### config.mk
export PLATFORM = sky130hd
export DESIGN_NAME = ascon_perm_ctrl
export DESIGN_NICKNAME = d
export VERILOG_FILES = /design/src/rtl/ascon_perm_ctrl.sv
export SDC_FILE = /design/constraint.sdc
export NUM_CORES = 1
export LEC_CHECK = 0
export CAP_MARGIN = 5
export CORE_UTILIZATION = 42
export CTS_BUF_LIST = sky130_fd_sc_hd__clkbuf_8
export CTS_CLUSTER_DIAMETER = 150
export DETAILED_ROUTE_END_ITERATION = 16
export DONT_BUFFER_PORTS = 1
export SYNTH_ARGS = -nofsm -noshare
export SYNTH_HDL_FRONTEND = slang
export SYNTH_SLANG_ARGS = --single-unit
export TNS_END_PERCENT = 20
### constraint.sdc
create_clock -name clock_i -period 1.9 [get_ports clock_i]
set_input_delay 0.19 -clock clock_i [delete_from_list [all_inputs] [get_ports clock_i]]
set_output_delay 0.19 -clock clock_i [all_outputs]
set_load 0.005 [all_outputs]
### src/rtl/ascon_perm_ctrl.sv
// Control FSM for one ASCON-128 encryption over permutation_v3.
// Sequences init, AD, PT and finalisation; issues round/enable/select/XOR strobes.
module ascon_perm_ctrl #(
    parameter int NB_W     = 8,
    parameter int PB_START = 6
) (
    input  logic            clock_i,
    input  logic            reset_i,
    input  logic            start_i,
    input  logic [NB_W-1:0] nb_ad_i,
    input  logic [NB_W-1:0] nb_pt_i,
    input  logic            data_valid_i,
    output logic            data_ack_o,
    output logic [3:0]      round_o,
    output logic            enable_o,
    output logic            select_o,
    output logic            xor_data_begin_o,
    output logic            xor_key_begin_o,
    output logic            xor_key_end_o,
    output logic            xor_ext_end_o,
    output logic            cipher_valid_o,
    output logic            tag_valid_o,
    output logic            busy_o
);

    typedef enum logic [2:0] {
        S_IDLE,
        S_INIT,
        S_AD,
        S_PT,
        S_FINAL,
        S_DONE
    } state_t;

    localparam logic [3:0]      RND_PB   = 4'(PB_START);
    localparam logic [3:0]      RND_LAST = 4'd11;
    localparam logic [NB_W-1:0] CNT_ONE  = NB_W'(1);
    localparam logic [NB_W-1:0] CNT_ZERO = '0;

    state_t          r_state;
    state_t          w_state_nxt;
    logic [3:0]      r_round;
    logic [3:0]      w_round_nxt;
    logic [NB_W-1:0] r_cnt_ad;
    logic [NB_W-1:0] w_cnt_ad_nxt;
    logic [NB_W-1:0] r_cnt_pt;
    logic [NB_W-1:0] w_cnt_pt_nxt;
    logic [3:0]      w_pt_entry;
    logic            w_is_pb;
    logic            w_is_last;

    always_ff @(posedge clock_i) begin
        if (reset_i) begin
            r_state  <= S_IDLE;
            r_round  <= 4'd0;
            r_cnt_ad <= '0;
            r_cnt_pt <= '0;
        end else begin
            r_state  <= w_state_nxt;
            r_round  <= w_round_nxt;
            r_cnt_ad <= w_cnt_ad_nxt;
            r_cnt_pt <= w_cnt_pt_nxt;
        end
    end

    // A lone remaining PT block skips the pb run and enters at round 0.
    assign w_pt_entry = (r_cnt_pt == CNT_ONE) ? 4'd0 : RND_PB;
    assign w_is_pb    = (r_round == RND_PB);
    assign w_is_last  = (r_round == RND_LAST);

    always_comb begin
        w_state_nxt      = r_state;
        w_round_nxt      = r_round;
        w_cnt_ad_nxt     = r_cnt_ad;
        w_cnt_pt_nxt     = r_cnt_pt;
        data_ack_o       = 1'b0;
        round_o          = r_round;
        enable_o         = 1'b0;
        select_o         = 1'b0;
        xor_data_begin_o = 1'b0;
        xor_key_begin_o  = 1'b0;
        xor_key_end_o    = 1'b0;
        xor_ext_end_o    = 1'b0;
        cipher_valid_o   = 1'b0;
        tag_valid_o      = 1'b0;
        busy_o           = (r_state != S_IDLE);

        unique case (r_state)
            S_IDLE: begin
                if (start_i) begin
                    w_state_nxt  = S_INIT;
                    w_round_nxt  = 4'd0;
                    w_cnt_ad_nxt = nb_ad_i;
                    w_cnt_pt_nxt = (nb_pt_i == CNT_ZERO) ? CNT_ONE : nb_pt_i;
                end
            end

            S_INIT: begin
                enable_o = 1'b1;
                select_o = (r_round != 4'd0);
                if (w_is_last) begin
                    xor_key_end_o = 1'b1;
                    xor_ext_end_o = (r_cnt_ad == CNT_ZERO);
                    if (r_cnt_ad != CNT_ZERO) begin
                        w_state_nxt = S_AD;
                        w_round_nxt = RND_PB;
                    end else begin
                        w_state_nxt = S_PT;
                        w_round_nxt = w_pt_entry;
                    end
                end else begin
                    w_round_nxt = r_round + 4'd1;
                end
            end

            S_AD: begin
                select_o = 1'b1;
                if (!(w_is_pb && !data_valid_i)) begin
                    enable_o = 1'b1;
                    if (w_is_pb) begin
                        xor_data_begin_o = 1'b1;
                        data_ack_o       = 1'b1;
                        w_cnt_ad_nxt     = r_cnt_ad - CNT_ONE;
                    end
                    if (w_is_last) begin
                        if (r_cnt_ad == CNT_ZERO) begin
                            xor_ext_end_o = 1'b1;
                            w_state_nxt   = S_PT;
                            w_round_nxt   = w_pt_entry;
                        end else begin
                            w_round_nxt = RND_PB;
                        end
                    end else begin
                        w_round_nxt = r_round + 4'd1;
                    end
                end
            end

            S_PT: begin
                select_o = 1'b1;
                if (r_round == 4'd0) begin
                    // Final block: its accept cycle is round 0 of the pa run.
                    if (data_valid_i) begin
                        enable_o         = 1'b1;
                        xor_data_begin_o = 1'b1;
                        xor_key_begin_o  = 1'b1;
                        data_ack_o       = 1'b1;
                        cipher_valid_o   = 1'b1;
                        w_cnt_pt_nxt     = r_cnt_pt - CNT_ONE;
                        w_state_nxt      = S_FINAL;
                        w_round_nxt      = 4'd1;
                    end
                end else if (!(w_is_pb && !data_valid_i)) begin
                    enable_o = 1'b1;
                    if (w_is_pb) begin
                        xor_data_begin_o = 1'b1;
                        data_ack_o       = 1'b1;
                        cipher_valid_o   = 1'b1;
                        w_cnt_pt_nxt     = r_cnt_pt - CNT_ONE;
                    end
                    if (w_is_last) begin
                        w_round_nxt = w_pt_entry;
                    end else begin
                        w_round_nxt = r_round + 4'd1;
                    end
                end
            end

            S_FINAL: begin
                enable_o = 1'b1;
                select_o = 1'b1;
                if (w_is_last) begin
                    xor_key_end_o = 1'b1;
                    w_state_nxt   = S_DONE;
                    w_round_nxt   = 4'd0;
                end else begin
                    w_round_nxt = r_round + 4'd1;
                end
            end

            S_DONE: begin
                tag_valid_o = 1'b1;
                w_state_nxt = S_IDLE;
                w_round_nxt = 4'd0;
            end

            default: begin
                w_state_nxt = S_IDLE;
                w_round_nxt = 4'd0;
            end
        endcase

        // Silence the datapath as soon as reset is seen.
        if (reset_i) begin
            data_ack_o       = 1'b0;
            round_o          = 4'd0;
            enable_o         = 1'b0;
            select_o         = 1'b0;
            xor_data_begin_o = 1'b0;
            xor_key_begin_o  = 1'b0;
            xor_key_end_o    = 1'b0;
            xor_ext_end_o    = 1'b0;
            cipher_valid_o   = 1'b0;
            tag_valid_o      = 1'b0;
            busy_o           = 1'b0;
        end
    end

endmodule

### Yosys cells after proc, flatten, opt, wreduce, memory -nomap -nowiden

Cells that the tools add are included.

* add/subtract/negate cells: 3
* eq/ne operators: 20
* mux-type cells: 64
* reduce and logical (&&, ||, !) cells: 17

Operators by type and width (number)
* 2-to-1 mux 8 bit: 9
* 2-to-1 mux 4 bit: 10
* 2-to-1 mux 3 bit: 11
* case mux 8 bit (2 select lines): 2
* 2-to-1 mux 1 bit: 26
* case mux 4 bit (5 select lines): 1
* inequality test 2 bit, second input constant: 9
* logical NOT 8 bit: 2
* subtractor 8 x 1 -> 8 bit, second input constant: 2
* case mux 3 bit (5 select lines): 1
* inequality test 3 bit, second input constant: 3
* == test 8 x 1 -> 1 bit, second input constant: 1
* AND reduction 4 bit: 2
* AND reduction 8 bit: 1
* nonzero test 8 bit: 1
* == test 3 x 2 -> 1 bit, second input constant: 2
* == test 3 bit, second input constant: 2
* case mux 1 bit (2 select lines): 3
* AND reduction 5 bit: 1
* adder 4 x 1 -> 4 bit, second input constant: 1
* == test 4 x 3 -> 1 bit, second input constant: 1
* == test 4 bit, second input constant: 1
* logical NOT 4 bit: 1
* nonzero test 2 bit: 2
* other kinds (9): 9

* flip-flop bits (word level): 23
* input bits: 20
* output and inout port bits: 14
* logic and storage cells: 108

### Logic depth before layout (Yosys ltp)

Gate-level depths: netlist (run 1).

* depth after elaboration: 6
* mapped depth: 9
* mapped depth without buffers: 7

### Worst setup path before layout (run 1)

No wires, ideal clock.

* path kind: flip-flop to flip-flop
* start: register r_round[0]
* end: register r_round[1]
* setup time: 58 ps
* data arrival time: 1762 ps
* required time: 1842 ps
* path slack: 80 ps
* stages on the path, launching flop included: 8
* path buffers: 0
* period minus slack after synthesis: 1820 ps
* path through: dfxtp_1 -> inv_1 -> ha_1 -> nand3b_1 -> a2111oi_0 -> or4b_1 -> nor3_1 -> a211o_1

* longest elaborated chain between the ends: 5
* elaborated cells between the ends (all ways): 17
* classes of those cells: add/sub: 1; eq/ne: 5; mux: 8; reduce/logical: 3

Ends and longest elaborated chain
* start: declaration: RTL line 42 `logic [3:0] r_round;`
* start signal: assignment: RTL line 60 `r_round <= w_round_nxt;`
* adder 4 x 1 -> 4 bit / == test 4 bit (equally long branches)
* 2-to-1 mux 4 bit: RTL line 161 `if (w_is_last) begin`
* 2-to-1 mux 4 bit: RTL line 153 `end else if (!(w_is_pb && !data_valid_i)) begin`
* 2-to-1 mux 4 bit: RTL line 141 `if (r_round == 4'd0) begin`
* case mux 4 bit (5 select lines): RTL line 88 `unique case (r_state)`

Parallel ways exist; a longest one is shown, timed or not. The select of a mux whose other input is x is not followed.
A chain may end at the register's enable or synchronous reset.

### Worst setup path in the final report (run 1)

* start: register r_round[1]
* end: output enable_o

* longest elaborated chain between the ends: 6
* elaborated cells between the ends (all ways): 7
* classes of those cells: eq/ne: 1; mux: 4; reduce/logical: 2

Ends and longest elaborated chain
* == test 4 x 3 -> 1 bit: RTL line 68 `assign w_is_pb = (r_round == RND_PB);`
* logical AND 1 bit: RTL line 118, 153
* 2-to-1 mux 1 bit: RTL line 118, 153
* 2-to-1 mux 1 bit: RTL line 141
* case mux 1 bit (3 select lines) (*): RTL line 88
* 2-to-1 mux 1 bit (*): RTL line 194 `if (reset_i) begin`
* end: declaration: RTL line 15 `output logic enable_o,`

Mark *: on every way between the ends. The rest lies on a longest branch, timed or not.

==> flow_summary.yaml, run 1 <==
timing:
  fin_crit_sh_pct: 100.2
  fin_ws_ps: -4.734
  worstMarginPinSlew_ps: 764.8
  tns_ps: -4.734
  timing.final.crit_period_ps: 1905
  max_freq_mhz: 525.0
  rsz0062_at_grt: "true"
  slew_headroom_pct: 48.85
  skew_ps: 2.208
  slew_violations: 0
  final_hold_viol_count: 0
  setup_viol: 1
clock_network:
  cts_tree: "done"
  clock-root-buffer: "clkbuf_8"
  cts.reportedPaths.clkPinSlew_ps: 90
  clkSinkCount: 23
  cts.path.max_buffers: 2
  clock_latency_ps: 270
  cts_buffers: 3
  htree_levels: 1
synthesis:
  syn-mean-instance-area_um2: 7.226
  yosysSeqAreaShare_pct: 24.70
  ys_types: 55
  synth_ff_type: "dfxtp_1"
  synth_nets: 284
  synth_edf_count: 0
  synthArstFlopShare_pct: 0
  ys_warn_count: 0
  syn_area_um2: 1864
  ys_seq_elements: 23
  syn_inst: 258
run:
  cap_violations: 0
finish:
  fill_cells: 416
  multi_input_area_um2: 1394
  seq_area_um2: 469.2
  final_util_pct: 55.25
  n_antenna_cell: 0
  final_nets: 304
  layout-drive-gt1-share_pct: 24.91
  area_delta_synth_final_pct: 22.82
placement:
  gp_congestion: 0.8666
  portBuffers: 0
  dpl_worst_slack_ps: -117.6
  dp_hpwl_um: 3735
worst_hold_path:
  hold_depth: 1
  hold_end: "r_cnt_pt[4]"
  hold_start: "reset_i"
  hp-class: "input pin to register"
detailed_routing:
  routed_wl_um: 5321
  route.detailed.drc: 0
  wl_per_cell_um: 16.27
  drt_iter0_drc: 143
  ant_nets: 0
  drtPass1Iterations: 4
  vias: 1942
  viasPerCell: 5.939
die:
  fp-row-count: 23
  core_area_um2: 4144
  dieArea_um2: 4709
  die_h_um: 68.63
  initial_core_util_pct: 44.99
  io_pins: 34
  die-width_um: 68.63
critical_path:
  worst-r2r-setup-slack_ps: 20
  reg2reg_from: "r_round[1]"
  r2r_end: "r_round[1]"
  cp-end-kind: "output port"
  crit_fanout: 4
  cp_cell_sequence: "inv_4 > ha_4 > nand3b_1 > a2111oi_4 > or4b_4 > inv_2"
  cp.arrival_ps: 1710
  slowest_stage: "or4b_4"
  startpoint_type: "register"
  worstRegToRegCells: 7
  worstPathRequired_ps: 1710
  max_stage_delay_ps: 540
  path_class: "register to output port"
global_route:
  grt_usage_pct: 24.37
  grt_max_degree: 22
  grt_pass1_vias: 1832
  grt_pass1_wl_um: 8556
  antenna_found_initial: 0
  grt-ovfl-total: 0
outcome:
  violations: "setup timing"
  status: "finished, violations left"
power:
  p_leak_nw: 0.8651
  p_total_mw: 1.226
  p_per_area_nw_per_um2: 535.3
  peakVddDrop_uv: 425.2
## worst max-delay path by stage
stage          startpoint         end  slack, ps  depth (start not counted)
5_1_grt        r_round[1]  r_round[1]        -70                          9
3_3_place_gp   r_round[0]  r_state[0]          6                          7
2_1_floorplan  r_round[0]  r_round[1]         80                          7
3_5_place_dp   r_round[0]  r_round[1]       -120                          7
4_1_cts        r_round[0]    enable_o        -50                          6
6_report       r_round[1]    enable_o         -5                          6
## critical path, delay by kind of cell (launching register included)
kind / cells / cell delay (ps)
AND/OR/NAND/NOR: 2 / 690
AO/OA/AOI/OAI: 1 / 100
flip-flops: 1 / 390
buffers and inverters: 2 / 120
adder cells (fa/ha/maj): 1 / 160
## registers in the layout, indices dropped and copies added (netlist names)
register  cells
r_round       4
r_cnt_ad      8
r_state       3
r_cnt_pt      8
## synth_stat cells (all sizes together) (5+ instances only)
master  number  area (um2)
nor2b        5       31.28
a211oi       6       57.56
nand3        6       30.03
buf         13       76.32
ha           6       75.07
nor2        27       101.4
inv          9       33.78
nand2b       7       43.79
nor3        13       65.06
clkbuf       6       22.52
a21oi       26       130.1
nand3b       6       45.04
nor4         5       31.28
nand2       24       90.09
or2          6       37.54
o21ai       18       90.09
dfxtp       23       460.4
## metrics by stage
step,std cells,hold slack (ps),area [um2]
4_1_cts,326,21.61,2190
3_5_place_dp,321,265.2,2093
6_report,327,28.78,2290
5_1_grt,327,19.17,2290
2_1_floorplan,258,390.5,1864
3_3_place_gp,321,263.0,2093
## layout make-up
type                       instances  share of cell area, %
sequential                        23                  20.49
clock buffer                       3                  1.803
clock inverter                     1                 0.1639
inverter                           9                  1.585
timing repair buffer              34                  12.35
tap                               50                  2.732
multi-input combinational        207                  60.87
## routing by layer
layer	global-route usage [%]	share of wire, %
met3	4.934	6.3
met2	40.56	47
met4	5.729	0.86
met5	0	0
met1	32.01	46
## what timing repair did
| item | 4_1_cts | 5_1_grt |
|---|---|---|
| gates resized for setup | 13 | 21 |
| setup endpoints to repair | 7 | 18 |
| buffers inserted | 0 | 1 |
| endpoints found under the hold margin | 16 | 0 |
| pin swaps | 1 | 8 |
| hold buffers | 1 | 0 |
## where the power goes
group | internal (mW) | leakage (nW) | switching, mW | total [mW]
clock | 0.145 | 0.0269 | 0.171 | 0.316
combinational | 0.174 | 0.647 | 0.193 | 0.367
sequential | 0.512 | 0.191 | 0.0303 | 0.542
## kinds of logic after synthesis
kind of cell,count (synthesis),share of synthesized area [%]
XOR/XNOR,2,0.9398
AO/OA/AOI/OAI,81,29.26
AND/OR/NAND/NOR,117,33.36
multiplexers,1,0.6040
adder cells (fa/ha/maj),6,4.027
buffers and inverters,28,7.114
flip-flops,23,24.70
## layout by cell type, fill, tap and decap left out, types with 3 or more instances in the layout
master / instances
a31oi_1: 4
o21ai_1: 4
nand3_1: 5
nand2_1: 23
o21ai_0: 13
a211o_1: 4
a211oi_1: 5
or2_2: 4
clkbuf_8: 3
nor2b_1: 5
buf_4: 31
ha_1: 4
nor2_1: 27
nor3_1: 11
dfxtp_1: 18
nand3b_1: 6
nand2b_1: 6
nor3b_1: 4
a21o_1: 3
dfxtp_2: 4
a21oi_1: 24
nor4_1: 3
inv_1: 7
(Power assumes the default switching activity.)
==> run 2, diff against run 1 <==
--- a/config.mk
+++ b/config.mk
@@ -8,7 +8,7 @@
 export CAP_MARGIN = 5
 export CORE_UTILIZATION = 42
 export CTS_BUF_LIST = sky130_fd_sc_hd__clkbuf_8
-export CTS_CLUSTER_DIAMETER = 150
+export CTS_CLUSTER_DIAMETER = 80
 export DETAILED_ROUTE_END_ITERATION = 16
 export DONT_BUFFER_PORTS = 1
 export SYNTH_ARGS = -nofsm -noshare
==> results of run 2 <==
Same layout as run 1: the final DEF is identical, and so are final timing and power.
==> run 3, diff against run 2 <==
--- a/config.mk
+++ b/config.mk
@@ -11,6 +11,7 @@
 export CTS_CLUSTER_DIAMETER = 80
 export DETAILED_ROUTE_END_ITERATION = 16
 export DONT_BUFFER_PORTS = 1
+export RECOVER_POWER = 25
 export SYNTH_ARGS = -nofsm -noshare
 export SYNTH_HDL_FRONTEND = slang
 export SYNTH_SLANG_ARGS = --single-unit
==> results of run 3 <==
Same layout as run 1: the final DEF is identical, and so are final timing and power.
